<file path="config.mk">
export PLATFORM = sky130hd
export DESIGN_NAME = pilots_extract_axi_stream
export DESIGN_NICKNAME = d
export VERILOG_FILES = /design/src/rtl/pilots_extract_axi_stream.sv
export SDC_FILE = /design/constraint.sdc
export NUM_CORES = 1
export LEC_CHECK = 0
export ABC_AREA = 1
export BUFFER_PORTS_ARGS = -buffer_cell sky130_fd_sc_hd__buf_2
export CAP_MARGIN = 20
export CORE_MARGIN = 8
export CORE_UTILIZATION = 50
export DETAILED_ROUTE_END_ITERATION = 8
export GPL_TIMING_DRIVEN = 0
export MAX_ROUTING_LAYER = met4
export PLACE_DENSITY = 0.79
export SLEW_MARGIN = 20
export SYNTH_ARGS = -nofsm -noshare
export SYNTH_HDL_FRONTEND = slang
export SYNTH_SLANG_ARGS = --single-unit
</file>
<file path="constraint.sdc">
create_clock -name clk -period 2.5 [get_ports clk]
set_clock_uncertainty 0.15 [all_clocks]
set_input_delay 0.375 -clock clk [delete_from_list [all_inputs] [get_ports clk]]
set_output_delay 0.375 -clock clk [all_outputs]
set_load 0.05 [all_outputs]
</file>
<file path="src/rtl/pilots_extract_axi_stream.sv">
// -----------------------------------------------------------------------------
// pilots_extract_axi_stream
//
// Receive-side subcarrier demultiplexer. Consumes 64-sample OFDM symbols in
// natural subcarrier order straight from the FFT, drops the null carriers
// (0, 27..37), forwards the 48 data carriers on m_data_* and the 4 pilots
// (7, 21, 43, 57 -> k = 0..3) on m_pilot_*.
//
// Optional feature macro: PILOT_DEROTATE_EN
//   defined   : pilot k with PILOT_SIGN[k]=1 has I and Q negated with
//               saturation (-(-32768) -> 32767).
//   undefined : pilots pass raw; PILOT_SIGN has no effect.
//
// Ports
//   clk, rst_n                 clock, asynchronous active-low reset
//   s_axis_tvalid/tready       input handshake
//   s_axis_tdata[31:0]         {Q[31:16], I[15:0]} signed Q1.15
//   s_axis_tlast               last sample of frame
//   s_axis_symb_tlast          last sample of symbol
//   m_data_*                   data carrier stream (tdata, tlast, symb_tlast)
//   m_pilot_*                  pilot stream, tuser = pilot index k
//   symb_err                   one-cycle pulse on symbol misalignment
//
// Handshake: a beat transfers on a rising edge where tvalid and tready are
// both high. Output tvalid/tdata/flags stay constant while tvalid=1 and
// tready=0. s_axis_tready depends only on the output register state and the
// output readies, never on s_axis_tvalid.
// -----------------------------------------------------------------------------
module pilots_extract_axi_stream #(
  parameter logic [3:0] PILOT_SIGN = 4'b1000
) (
  input  logic        clk,
  input  logic        rst_n,
  input  logic        s_axis_tvalid,
  output logic        s_axis_tready,
  input  logic [31:0] s_axis_tdata,
  input  logic        s_axis_tlast,
  input  logic        s_axis_symb_tlast,
  output logic        m_data_tvalid,
  input  logic        m_data_tready,
  output logic [31:0] m_data_tdata,
  output logic        m_data_tlast,
  output logic        m_data_symb_tlast,
  output logic        m_pilot_tvalid,
  input  logic        m_pilot_tready,
  output logic [31:0] m_pilot_tdata,
  output logic [1:0]  m_pilot_tuser,
  output logic        symb_err
);

  logic [5:0]  sc_cnt_q, sc_cnt_d;
  logic        data_valid_q, data_valid_d;
  logic [31:0] data_tdata_q, data_tdata_d;
  logic        data_tlast_q, data_tlast_d;
  logic        data_slast_q, data_slast_d;
  logic        pilot_valid_q, pilot_valid_d;
  logic [31:0] pilot_tdata_q, pilot_tdata_d;
  logic [1:0]  pilot_k_q, pilot_k_d;
  logic        symb_err_q, symb_err_d;

  logic        accept;
  logic        is_null;
  logic        is_pilot;
  logic        is_data;
  logic [1:0]  pilot_k;
  logic [31:0] pilot_data;

  // Gated with rst_n so the input side is closed while reset is held.
  assign s_axis_tready = rst_n & (!data_valid_q | m_data_tready)
                               & (!pilot_valid_q | m_pilot_tready);
  assign accept = s_axis_tvalid & s_axis_tready;

  // Subcarrier classification of the index the current beat lands on.
  always_comb begin
    is_null  = 1'b0;
    is_pilot = 1'b0;
    pilot_k  = 2'd0;
    if (sc_cnt_q == 6'd0 || (sc_cnt_q >= 6'd27 && sc_cnt_q <= 6'd37)) begin
      is_null = 1'b1;
    end
    case (sc_cnt_q)
      6'd7:    begin is_pilot = 1'b1; pilot_k = 2'd0; end
      6'd21:   begin is_pilot = 1'b1; pilot_k = 2'd1; end
      6'd43:   begin is_pilot = 1'b1; pilot_k = 2'd2; end
      6'd57:   begin is_pilot = 1'b1; pilot_k = 2'd3; end
      default: ;
    endcase
  end
  assign is_data = !is_null && !is_pilot;

`ifdef PILOT_DEROTATE_EN
  // Two's-complement negate, clamping the single unrepresentable case.
  function automatic logic [15:0] neg_sat(input logic [15:0] x);
    if (x == 16'h8000) return 16'h7FFF;
    return ~x + 16'd1;
  endfunction

  always_comb begin
    pilot_data = s_axis_tdata;
    if (PILOT_SIGN[pilot_k]) begin
      pilot_data = {neg_sat(s_axis_tdata[31:16]), neg_sat(s_axis_tdata[15:0])};
    end
  end
`else
  logic unused_pilot_sign;
  assign unused_pilot_sign = ^PILOT_SIGN;
  assign pilot_data = s_axis_tdata;
`endif

  always_comb begin
    // An output register drains on its handshake and may reload in the
    // same cycle.
    data_valid_d  = data_valid_q & !m_data_tready;
    data_tdata_d  = data_tdata_q;
    data_tlast_d  = data_tlast_q;
    data_slast_d  = data_slast_q;
    pilot_valid_d = pilot_valid_q & !m_pilot_tready;
    pilot_tdata_d = pilot_tdata_q;
    pilot_k_d     = pilot_k_q;
    sc_cnt_d      = sc_cnt_q;
    symb_err_d    = 1'b0;

    if (accept) begin
      if (is_data) begin
        data_valid_d = 1'b1;
        data_tdata_d = s_axis_tdata;
        data_tlast_d = s_axis_tlast;
        data_slast_d = s_axis_symb_tlast;
      end
      if (is_pilot) begin
        pilot_valid_d = 1'b1;
        pilot_tdata_d = pilot_data;
        pilot_k_d     = pilot_k;
      end
      // symb_tlast must coincide with index 63; any disagreement is an error.
      symb_err_d = s_axis_symb_tlast ^ (sc_cnt_q == 6'd63);
      // symb_tlast always realigns the counter to the start of a symbol.
      sc_cnt_d   = s_axis_symb_tlast ? 6'd0 : sc_cnt_q + 6'd1;
    end
  end

  always_ff @(posedge clk or negedge rst_n) begin
    if (!rst_n) begin
      sc_cnt_q      <= 6'd0;
      data_valid_q  <= 1'b0;
      data_tdata_q  <= 32'd0;
      data_tlast_q  <= 1'b0;
      data_slast_q  <= 1'b0;
      pilot_valid_q <= 1'b0;
      pilot_tdata_q <= 32'd0;
      pilot_k_q     <= 2'd0;
      symb_err_q    <= 1'b0;
    end else begin
      sc_cnt_q      <= sc_cnt_d;
      data_valid_q  <= data_valid_d;
      data_tdata_q  <= data_tdata_d;
      data_tlast_q  <= data_tlast_d;
      data_slast_q  <= data_slast_d;
      pilot_valid_q <= pilot_valid_d;
      pilot_tdata_q <= pilot_tdata_d;
      pilot_k_q     <= pilot_k_d;
      symb_err_q    <= symb_err_d;
    end
  end

  assign m_data_tvalid     = data_valid_q;
  assign m_data_tdata      = data_tdata_q;
  assign m_data_tlast      = data_tlast_q;
  assign m_data_symb_tlast = data_slast_q;
  assign m_pilot_tvalid    = pilot_valid_q;
  assign m_pilot_tdata     = pilot_tdata_q;
  assign m_pilot_tuser     = pilot_k_q;
  assign symb_err          = symb_err_q;

endmodule

</file>
* Word-level counts from Yosys, hierarchy flattened
Index checks and enable logic that the tools add are counted.
** Operators by class
- Add/subtract/negate cells :: 1
- $lt $le $gt $ge :: 2
- Equal/unequal tests :: 5
- Multiplexer cells :: 9
- Bitwise logic cells :: 8
- Reduce and logical (&&, ||, !) cells :: 13
** Operators with widths (count)
- equality test 6 bit, second input constant :: 3
- two-way mux 1 bit :: 7
- adder 6 x 1 -> 6 bit, second input constant :: 1
- equality test 6 x 3 -> 1 bit, second input constant :: 1
- equality test 6 x 5 -> 1 bit, second input constant :: 1
- >= comparator 6 x 5 -> 1 bit, second input constant :: 1
- <= comparator 6 bit, second input constant :: 1
- zero test 1 bit :: 6
- zero test 6 bit :: 1
- two-way mux 6 bit :: 1
- one-hot mux 2 bit (3 select lines) :: 1
- bitwise AND 1 bit :: 5
- AND reduction 2 bit :: 2
- OR reduction 4 bit :: 1
- logical AND 1 bit :: 2
- bitwise OR 1 bit :: 2
- logical OR 1 bit :: 1
- XOR 1 bit :: 1
** Word-level totals
- Bits in registers :: 77
- Input port bits :: 39
- Output and inout port bits :: 72

* Depth between registers and ports, before layout
Gate-level depths: netlist (run 1).
- Depth in word-level cells :: 8
- Gate-level depth with buffers :: 11
- Gate-level depth less buffers :: 10

* Least setup slack after synthesis (run 1)
Ideal clock, no wire load.
- Path kind :: reg2reg
- Start :: register data_valid_q (netlist: m_data_tvalid)
- End :: register data_tdata_q[10] (netlist: m_data_tdata[10])
- Data arrival time :: 2.356 ns
- Data required time :: 2.231 ns
- Path slack :: -0.125 ns
- Cell stages (with the launch flop) :: 10
- Path buffers :: 1
- Cell sequence :: dfrtp_1 > nand2_1 > inv_1 > nor2_1 > nand3_1 > nor2_8 > nand2_4 > buf_6 > nand2_1 > nand2_1
** On the way
- Longest elaborated chain between the ends :: 6
** Ends and longest elaborated chain
- start, declared :: RTL line 52 : logic data_valid_q, data_valid_d;
- start signal, assigned :: RTL line 155 : data_valid_q <= data_valid_d;
- zero test 1 bit :: RTL line 69 : assign s_axis_tready = rst_n & (!data_valid_q | m_data_tready)
- bitwise OR 1 bit :: RTL line 69
- bitwise AND 1 bit :: RTL line 69
- bitwise AND 1 bit :: RTL line 70 : & (!pilot_valid_q | m_pilot_tready);
- via s_axis_tready :: RTL line 35 : output logic s_axis_tready,
- bitwise AND 1 bit :: RTL line 71 : assign accept = s_axis_tvalid & s_axis_tready;
- AND reduction 2 bit (no line)
- end signal, assigned :: RTL line 156 : data_tdata_q <= data_tdata_d;
- end, declared :: RTL line 53 : logic [31:0] data_tdata_q, data_tdata_d;
The timed path passes the listed nets, and every way through them passes these cells.
A chain may end at the register's enable or synchronous reset.

* Worst setup path in the final report (run 1)
- Start :: input rst_n
- End :: register pilot_tdata_q[13] (netlist: m_pilot_tdata[13])
** On the way
- Longest elaborated chain between the ends :: 4
** Ends and longest elaborated chain
- start, declared :: RTL line 33 : input logic rst_n,
- bitwise AND 1 bit :: RTL line 69
- bitwise AND 1 bit :: RTL line 70
- bitwise AND 1 bit :: RTL line 71
- AND reduction 2 bit (no line)
- end signal, assigned :: RTL line 160 : pilot_tdata_q <= pilot_tdata_d;
- end, declared :: RTL line 57 : logic [31:0] pilot_tdata_q, pilot_tdata_d;
No other way between the ends.

==> impl_metrics.csv, run 1 <==
group,metric,value,unit
worst_setup_path,max_stage_delay,0.53,ns
cells_and_area,nets,546,
global_route,antenna_found_initial,0,
floorplanning,start_util,51.86,%
hold_path,hold_start,"s_axis_tlast",
power_and_ir_drop,totalPowerFinal,0.005080,W
power_and_ir_drop,peakVddDrop,0.8480,mV
worst_setup_path,worstSetupPathType,"input pin to register",
synthesis,synth_cell_types,21,
worst_setup_path,worstSetupStartpointType,"input pin",
routing,via_per_inst,5.186,
routing,drc,0,
cells_and_area,num_antenna_cells,0,
routing,wire_per_inst,15.39,um
global_route,grt_util_met1,26.70,%
timing,hold_viol,0,
global_route,grtUsageTotal,20.21,%
worst_setup_path,critPathSlowestCell,"dlygate4sd3_1",
cells_and_area,syn_to_final_growth,27.13,%
routing,postRouteAntennaNets,0,
timing,slew_headroom,68.75,%
synthesis,yosys_warnings,0,
run_status,status,"finished, final reports clean",
synthesis,synth-seq-cells,77,
worst_setup_path,crit_start,"rst_n",
synthesis,syn_nets,422,
routing,first_iter_violations,119,
cts,cts_root_buf,"clkbuf_8",
cells_and_area,utilization,65.93,%
cells_and_area,layout.cells.non_filler,585,
synthesis,synth.avg_cell_area,8.666,um2
worst_setup_path,path_max_fanout,41,
job,drv_cap,0,
global_route,grt-busiest-layer,"met2",
timing,period_share,92.53,%
worst_setup_path,required,2.62,ns
synthesis,synthCells,380,
place,post_dp_cell_area,3965,um2
worst_setup_path,crit_buf_inv,5,
floorplanning,ioPinCount,111,
cells_and_area,drive_gt1_share,29.72,%
place,portBuffers,110,
timing,final-setup-viol-count,0,
timing,rsz0062_at_grt,"false",
cts,cts.sinks,77,
place,dp_hpwl,6390,um
timing,tns,0,ns
floorplanning,placementRows,29,
power_and_ir_drop,leakage,2.460,nW
synthesis,ys_seq_area_share,58.51,%
global_route,grt_util_met3,6.188,%
worst_setup_path,arrival,2.43,ns
place,post-place-cells,568,
cts,numCtsBuffers,9,
cells_and_area,most-common-layout-cells,"nand2_1 (150), buf_2 (119), dfrtp_1 (77)",
cells_and_area,final_cell_area,4187,um2
worst_setup_path,cp-end-kind,"register",
cells_and_area,layout_commonest_cell,"nand2_1",
timing,max_freq,0.4323,GHz
global_route,grt_pass1_wl,15380,um
worst_setup_path,crit_path_cell_trace,"dlygate4sd3_1, buf_4, buf_12, nand4_1, inv_2, clkbuf_1, nand3_1, nand2_1",
routing,via_count,3034,
synthesis,syn-cell-area,3293,um2
power_and_ir_drop,powerDensity,1213,nW/um2
floorplanning,die_w,97.16,um
timing,worstMarginPinSlew,0.4687,ns
cts,clock_path_buffers,2,
worst_setup_path,timing.rr.start,"sc_cnt_q[0]",
global_route,grt_overflow,0,
cts,htree_levels,3,
timing,period_needed,2.313,ns
floorplanning,dieArea,9439,um2
cts,cts_tree,"built",
hold_path,hp-class,"input pin to register",
place,place.gp.congestion,0.8749,
routing,postRouteWirelength,9001,um
global_route,grt_max_degree,42,
cts,clk_pin_slew,0.08,ns
global_route,use_met2,29.38,%
floorplanning,core,6350,um2
timing,finalMaxSlewViolations,0,
routing,firstDrtPassIters,4,
worst_setup_path,worst_path_dominant_cell_family,"buffers and inverters",
global_route,first_global_vias,3055,
floorplanning,chipHeight,97.16,um
cts,clock_latency,0.33,ns
## synthesized netlist by cell type (all sizes together)
library cell / instances / area (um2)
inv: 14 / 52.55
dfrtp: 77 / 1927
clkbuf: 3 / 11.26
a21oi: 1 / 5.000
a31oi: 2 / 12.51
nor2: 18 / 83.83
buf: 16 / 106.4
o21ai: 7 / 35.03
nor3: 6 / 30.03
clkinv: 1 / 3.750
nand3b: 1 / 7.510
nand3: 75 / 375.4
ha: 3 / 37.54
nand2: 153 / 586.8
nand4: 3 / 18.77
## metrics by stage
step / setup slack (ns) / hold slack, ns
6_report: 0.1868 / 0.1258
5_1_grt: 0.01142 / 0.1302
4_1_cts: 0.1522 / 0.1150
3_5_place_dp: -0.07479 / 0.2393
3_3_place_gp: -0.9018 / 0.2987
2_1_floorplan: 0.1658 / -0.07059
## area by class of cell
type / count / area, um2
plain buffers: 19 / 118.9
clock buffers: 11 / 141.4
clock inverters: 4 / 48.80
fillers: 529 / 2163
inverters: 15 / 56.30
multi-input cells: 269 / 1195
flip-flops and latches: 77 / 1927
well taps: 77 / 96.34
repair buffers: 113 / 603.1
## per-layer routing
metal / wire length, um / up-vias
met4: 102 / 0
met5: 0 / -
met3: 835 / 10
met1: 4016 / 1409
li1: - / 1475
met2: 4047 / 140
## sequential cells by signal, summed over array words and instances, names as in the netlist
signal,count
sc_cnt_q,6
m_data_symb_tlast,1
m_data_tlast,1
m_data_tvalid,1
m_pilot_tdata,32
m_pilot_tuser,2
symb_err,1
m_pilot_tvalid,1
m_data_tdata,32
## what timing repair did
| item | 4_1_cts | 5_1_grt |
|---|---|---|
| buffers inserted | 0 | 0 |
| endpoints found under the setup margin | 0 | 6 |
| hold buffers | 2 | 0 |
| hold endpoints to repair | 38 | 0 |
| resized for setup | 0 | 3 |
## cell families after synthesis
group | synth area share (%)
buffers and inverters | 5.281
adder cells (fa/ha/maj) | 1.140
AND/OR/NAND/NOR | 33.47
AO/OA/AOI/OAI | 1.595
flip-flops | 58.51
## worst reg2reg max path, stage by stage (launching register included)
cell and delay, ns:
dfrtp_1 0.42, ha_1 0.26, nand3_1 0.13, nor2_1 0.05, nor2_1 0.15, nand2_2 0.18
nand2_2 0.21, buf_2 0.25, nand2_1 0.10, nand2_1 0.08
## power by group
| part | leakage, nW | total [W] | internal [W] | switching, W |
|---|---|---|---|---|
| Clock | 0.0992 | 0.000923 | 0.000482 | 0.000440 |
| Combinational | 1.35 | 0.00234 | 0.000494 | 0.00184 |
| Sequential | 1.01 | 0.00182 | 0.00162 | 0.000201 |
| Total | 2.46 | 0.00508 | 0.00260 | 0.00248 |
## worst paths after layout
check | endpoint | slack [ns] | cells past startpoint
setup / recovery | m_pilot_tdata[13] | 0.19 | 8
hold / removal | m_data_tlast | 0.13 | 3
setup reg to reg | m_pilot_tdata[13] | 0.44 | 9
hold reg to reg | m_pilot_tdata[11] | 0.32 | 2
max in group asynchronous | m_pilot_tuser[1] | 1.57 | 3
min in group asynchronous | m_data_tdata[16] | 0.40 | 3
(Power assumes the default switching activity.)
==> run 2: changes to the inputs <==
Settings changed: REMOVE_ABC_BUFFERS from default to 1, SETUP_SLACK_MARGIN from default to 0.15.
Clock period 2.5 ns to 3 ns, I/O delays scaled along.
==> run 2 against run 1 <==
- routed wire length rose by 0.58%
- global-route usage fell by 0.090 points
- cell area fell by 0.42%
- first-iteration DRC count rose by 45%
- critical path depth rose by 1
- hold slack got worse by 0.11 ns
- total power fell by 15%
==> impl_metrics.csv, run 2 (synthesis gave the netlist of run 1 again) <==
group,metric,value,unit
worst_setup_path,critPathSlowestCell,"dfrtp_1",
global_route,grt_max_degree,47,
floorplanning,placementRows,29,
cts,cts_tree,"built",
floorplanning,core,6350,um2
global_route,first_global_vias,3055,
worst_setup_path,arrival,2.67,ns
cells_and_area,num_antenna_cells,0,
global_route,grt_overflow,0,
worst_setup_path,r2r-end,"m_data_tdata[25]",
worst_setup_path,worstSetupStartpointType,"register",
global_route,grt_pass1_wl,15320,um
cells_and_area,most-common-layout-cells,"nand2_1 (149), buf_2 (109), dfrtp_1 (77)",
power_and_ir_drop,power.clock.fraction,20.3,%
worst_setup_path,cp.depth,9,
timing,tns,0,ns
place,dp_hpwl,5799,um
routing,wire_per_inst,15.94,um
hold_path,hp-class,"input pin to async pin",
timing,period_needed,2.596,ns
worst_setup_path,path_max_fanout,35,
timing,finalMaxSlewViolations,0,
timing,final-setup-viol-count,0,
power_and_ir_drop,power_frac_comb,44.6,%
floorplanning,die_w,97.16,um
worst_setup_path,worst_path_dominant_cell_family,"simple AND/OR/NAND/NOR gates",
power_and_ir_drop,power_frac_seq,35.1,%
cts,numCtsBuffers,9,
cells_and_area,syn_to_final_growth,26.60,%
worst_setup_path,cp-end-kind,"register",
run_status,status,"finished, final reports clean",
cts,clock_latency,0.33,ns
worst_setup_path,required,3.08,ns
routing,via_per_inst,5.215,
power_and_ir_drop,peakVddDrop,0.6107,mV
power_and_ir_drop,switching_share,48.00,%
floorplanning,chipHeight,97.16,um
floorplanning,start_util,51.86,%
cts,htree_levels,3,
power_and_ir_drop,leakage,2.436,nW
cts,clock_path_buffers,2,
cts,cts.sinks,77,
cells_and_area,layout.cells.non_filler,568,
cts,postCtsSetupBuffers,0,
place,post-place-cells,549,
timing,worstMarginPinSlew,0.7738,ns
worst_setup_path,max_stage_delay,0.41,ns
worst_setup_path,crit_start,"sc_cnt_q[0]",
floorplanning,dieArea,9439,um2
place,place.gp.congestion,0.9153,
routing,via_count,2962,
timing,hold_viol,0,
cells_and_area,drive_gt1_share,27.90,%
routing,drc,0,
timing,period_share,86.52,%
cts,clk_pin_slew,0.08,ns
job,drv_cap,0,
worst_setup_path,crit_path_cell_trace,"ha_1, nand3_1, nor2_1, nor2_1, nand2_4, nor2_8, nand2_4, nand2_1, nand2_1",
worst_setup_path,timing.rr.start,"sc_cnt_q[0]",
floorplanning,ioPinCount,111,
cells_and_area,layout_commonest_cell,"nand2_1",
cells_and_area,nets,529,
routing,first_iter_violations,173,
power_and_ir_drop,p_int,0.002253,W
place,portBuffers,110,
global_route,antenna_found_initial,0,
power_and_ir_drop,p_switching,0.002079,W
worst_setup_path,r2r_setup_slack,0.40,ns
place,post-place-ws,-0.2105,ns
timing,fin_ws,0.4045,ns
power_and_ir_drop,powerDensity,1039,nW/um2
routing,firstDrtPassIters,5,
timing,max_freq,0.3853,GHz
worst_setup_path,crit_path_end,"m_data_tdata[25]",
global_route,grtUsageTotal,20.12,%
worst_setup_path,crit_buf_inv,0,
worst_setup_path,worstSetupPathType,"register to register",
cts,cts_root_buf,"clkbuf_8",
timing,rsz0062_at_grt,"false",
worst_setup_path,reg2reg_depth,9,
timing,slew_headroom,48.23,%
routing,postRouteAntennaNets,0,
routing,postRouteWirelength,9053,um
-- run 2: how the worst min path moves through the flow --
stage,slack (ns),to,cells past startpoint,from
2_1_floorplan,0.004,m_data_symb_tlast,0,rst_n
3_3_place_gp,0.30,m_data_tdata[27],2,m_data_tdata[27]
3_5_place_dp,0.27,m_data_tdata[5],1,rst_n
4_1_cts,0.01,m_data_tdata[5],3,rst_n
5_1_grt,0.02,m_pilot_tdata[5],3,rst_n
6_report,0.02,m_pilot_tdata[5],3,rst_n
-- run 2: power by group through the flow --
stage / registers [W] / clock network, W / logic, W
after global placement: 0.00153 / 0 / 0.00190
after CTS: 0.00152 / 0.000893 / 0.00195
after global routing: 0.00156 / 0.000936 / 0.00205
after floorplan: 0.00259 / 0 / 0.000349
after detailed placement: 0.00154 / 0 / 0.00193
final: 0.00152 / 0.000878 / 0.00193
-- run 2: worst min-delay path: stages --
cell    delay [ns]
buf_4         0.13
buf_12        0.10
buf_12        0.19
-- run 2: timing repair --
| action | 4_1_cts | 5_1_grt |
|---|---|---|
| cloned | 1 | 0 |
| hold buffers | 3 | 0 |
| hold endpoints to repair | 31 | 0 |
| endpoints found under the setup margin | 36 | 36 |
| gates resized for setup | 1 | 1 |
| pin swaps | 1 | 1 |
-- run 2: per-stage QoR --
step / area, um2 / utilization, % / power (W) / hold slack [ns]
2_1_floorplan: 3176 / - / 0.002943 / 0.004409
3_3_place_gp: 3822 / 60.20 / 0.003424 / 0.2978
3_5_place_dp: 3856 / 60.73 / 0.003464 / 0.2701
4_1_cts: 4164 / 65.58 / 0.004361 / 0.01007
5_1_grt: 4169 / 65.66 / 0.004547 / 0.01947
6_report: 4169 / 65.66 / 0.004332 / 0.01773
-- run 2: final cells by class --
cell class                      count  area [um2]
Fill cell                         533        2181
Clock inverter                      3       68.82
Tap cell                           77       96.34
Multi-Input combinational cell    270        1216
Clock buffer                       12       155.1
Sequential cell                    77        1927
Timing Repair Buffer              114       648.1
Inverter                           15       57.56
-- run 2: routing by layer --
layer | track usage (%) | share of wire (%) | vias to the layer above
met5 | - | 0 | -
met4 | 7.337 | 1.4 | 0
met3 | 5.477 | 7.6 | 10
met2 | 31.30 | 48 | 122
met1 | 24.52 | 43 | 1391
li1 | - | - | 1439
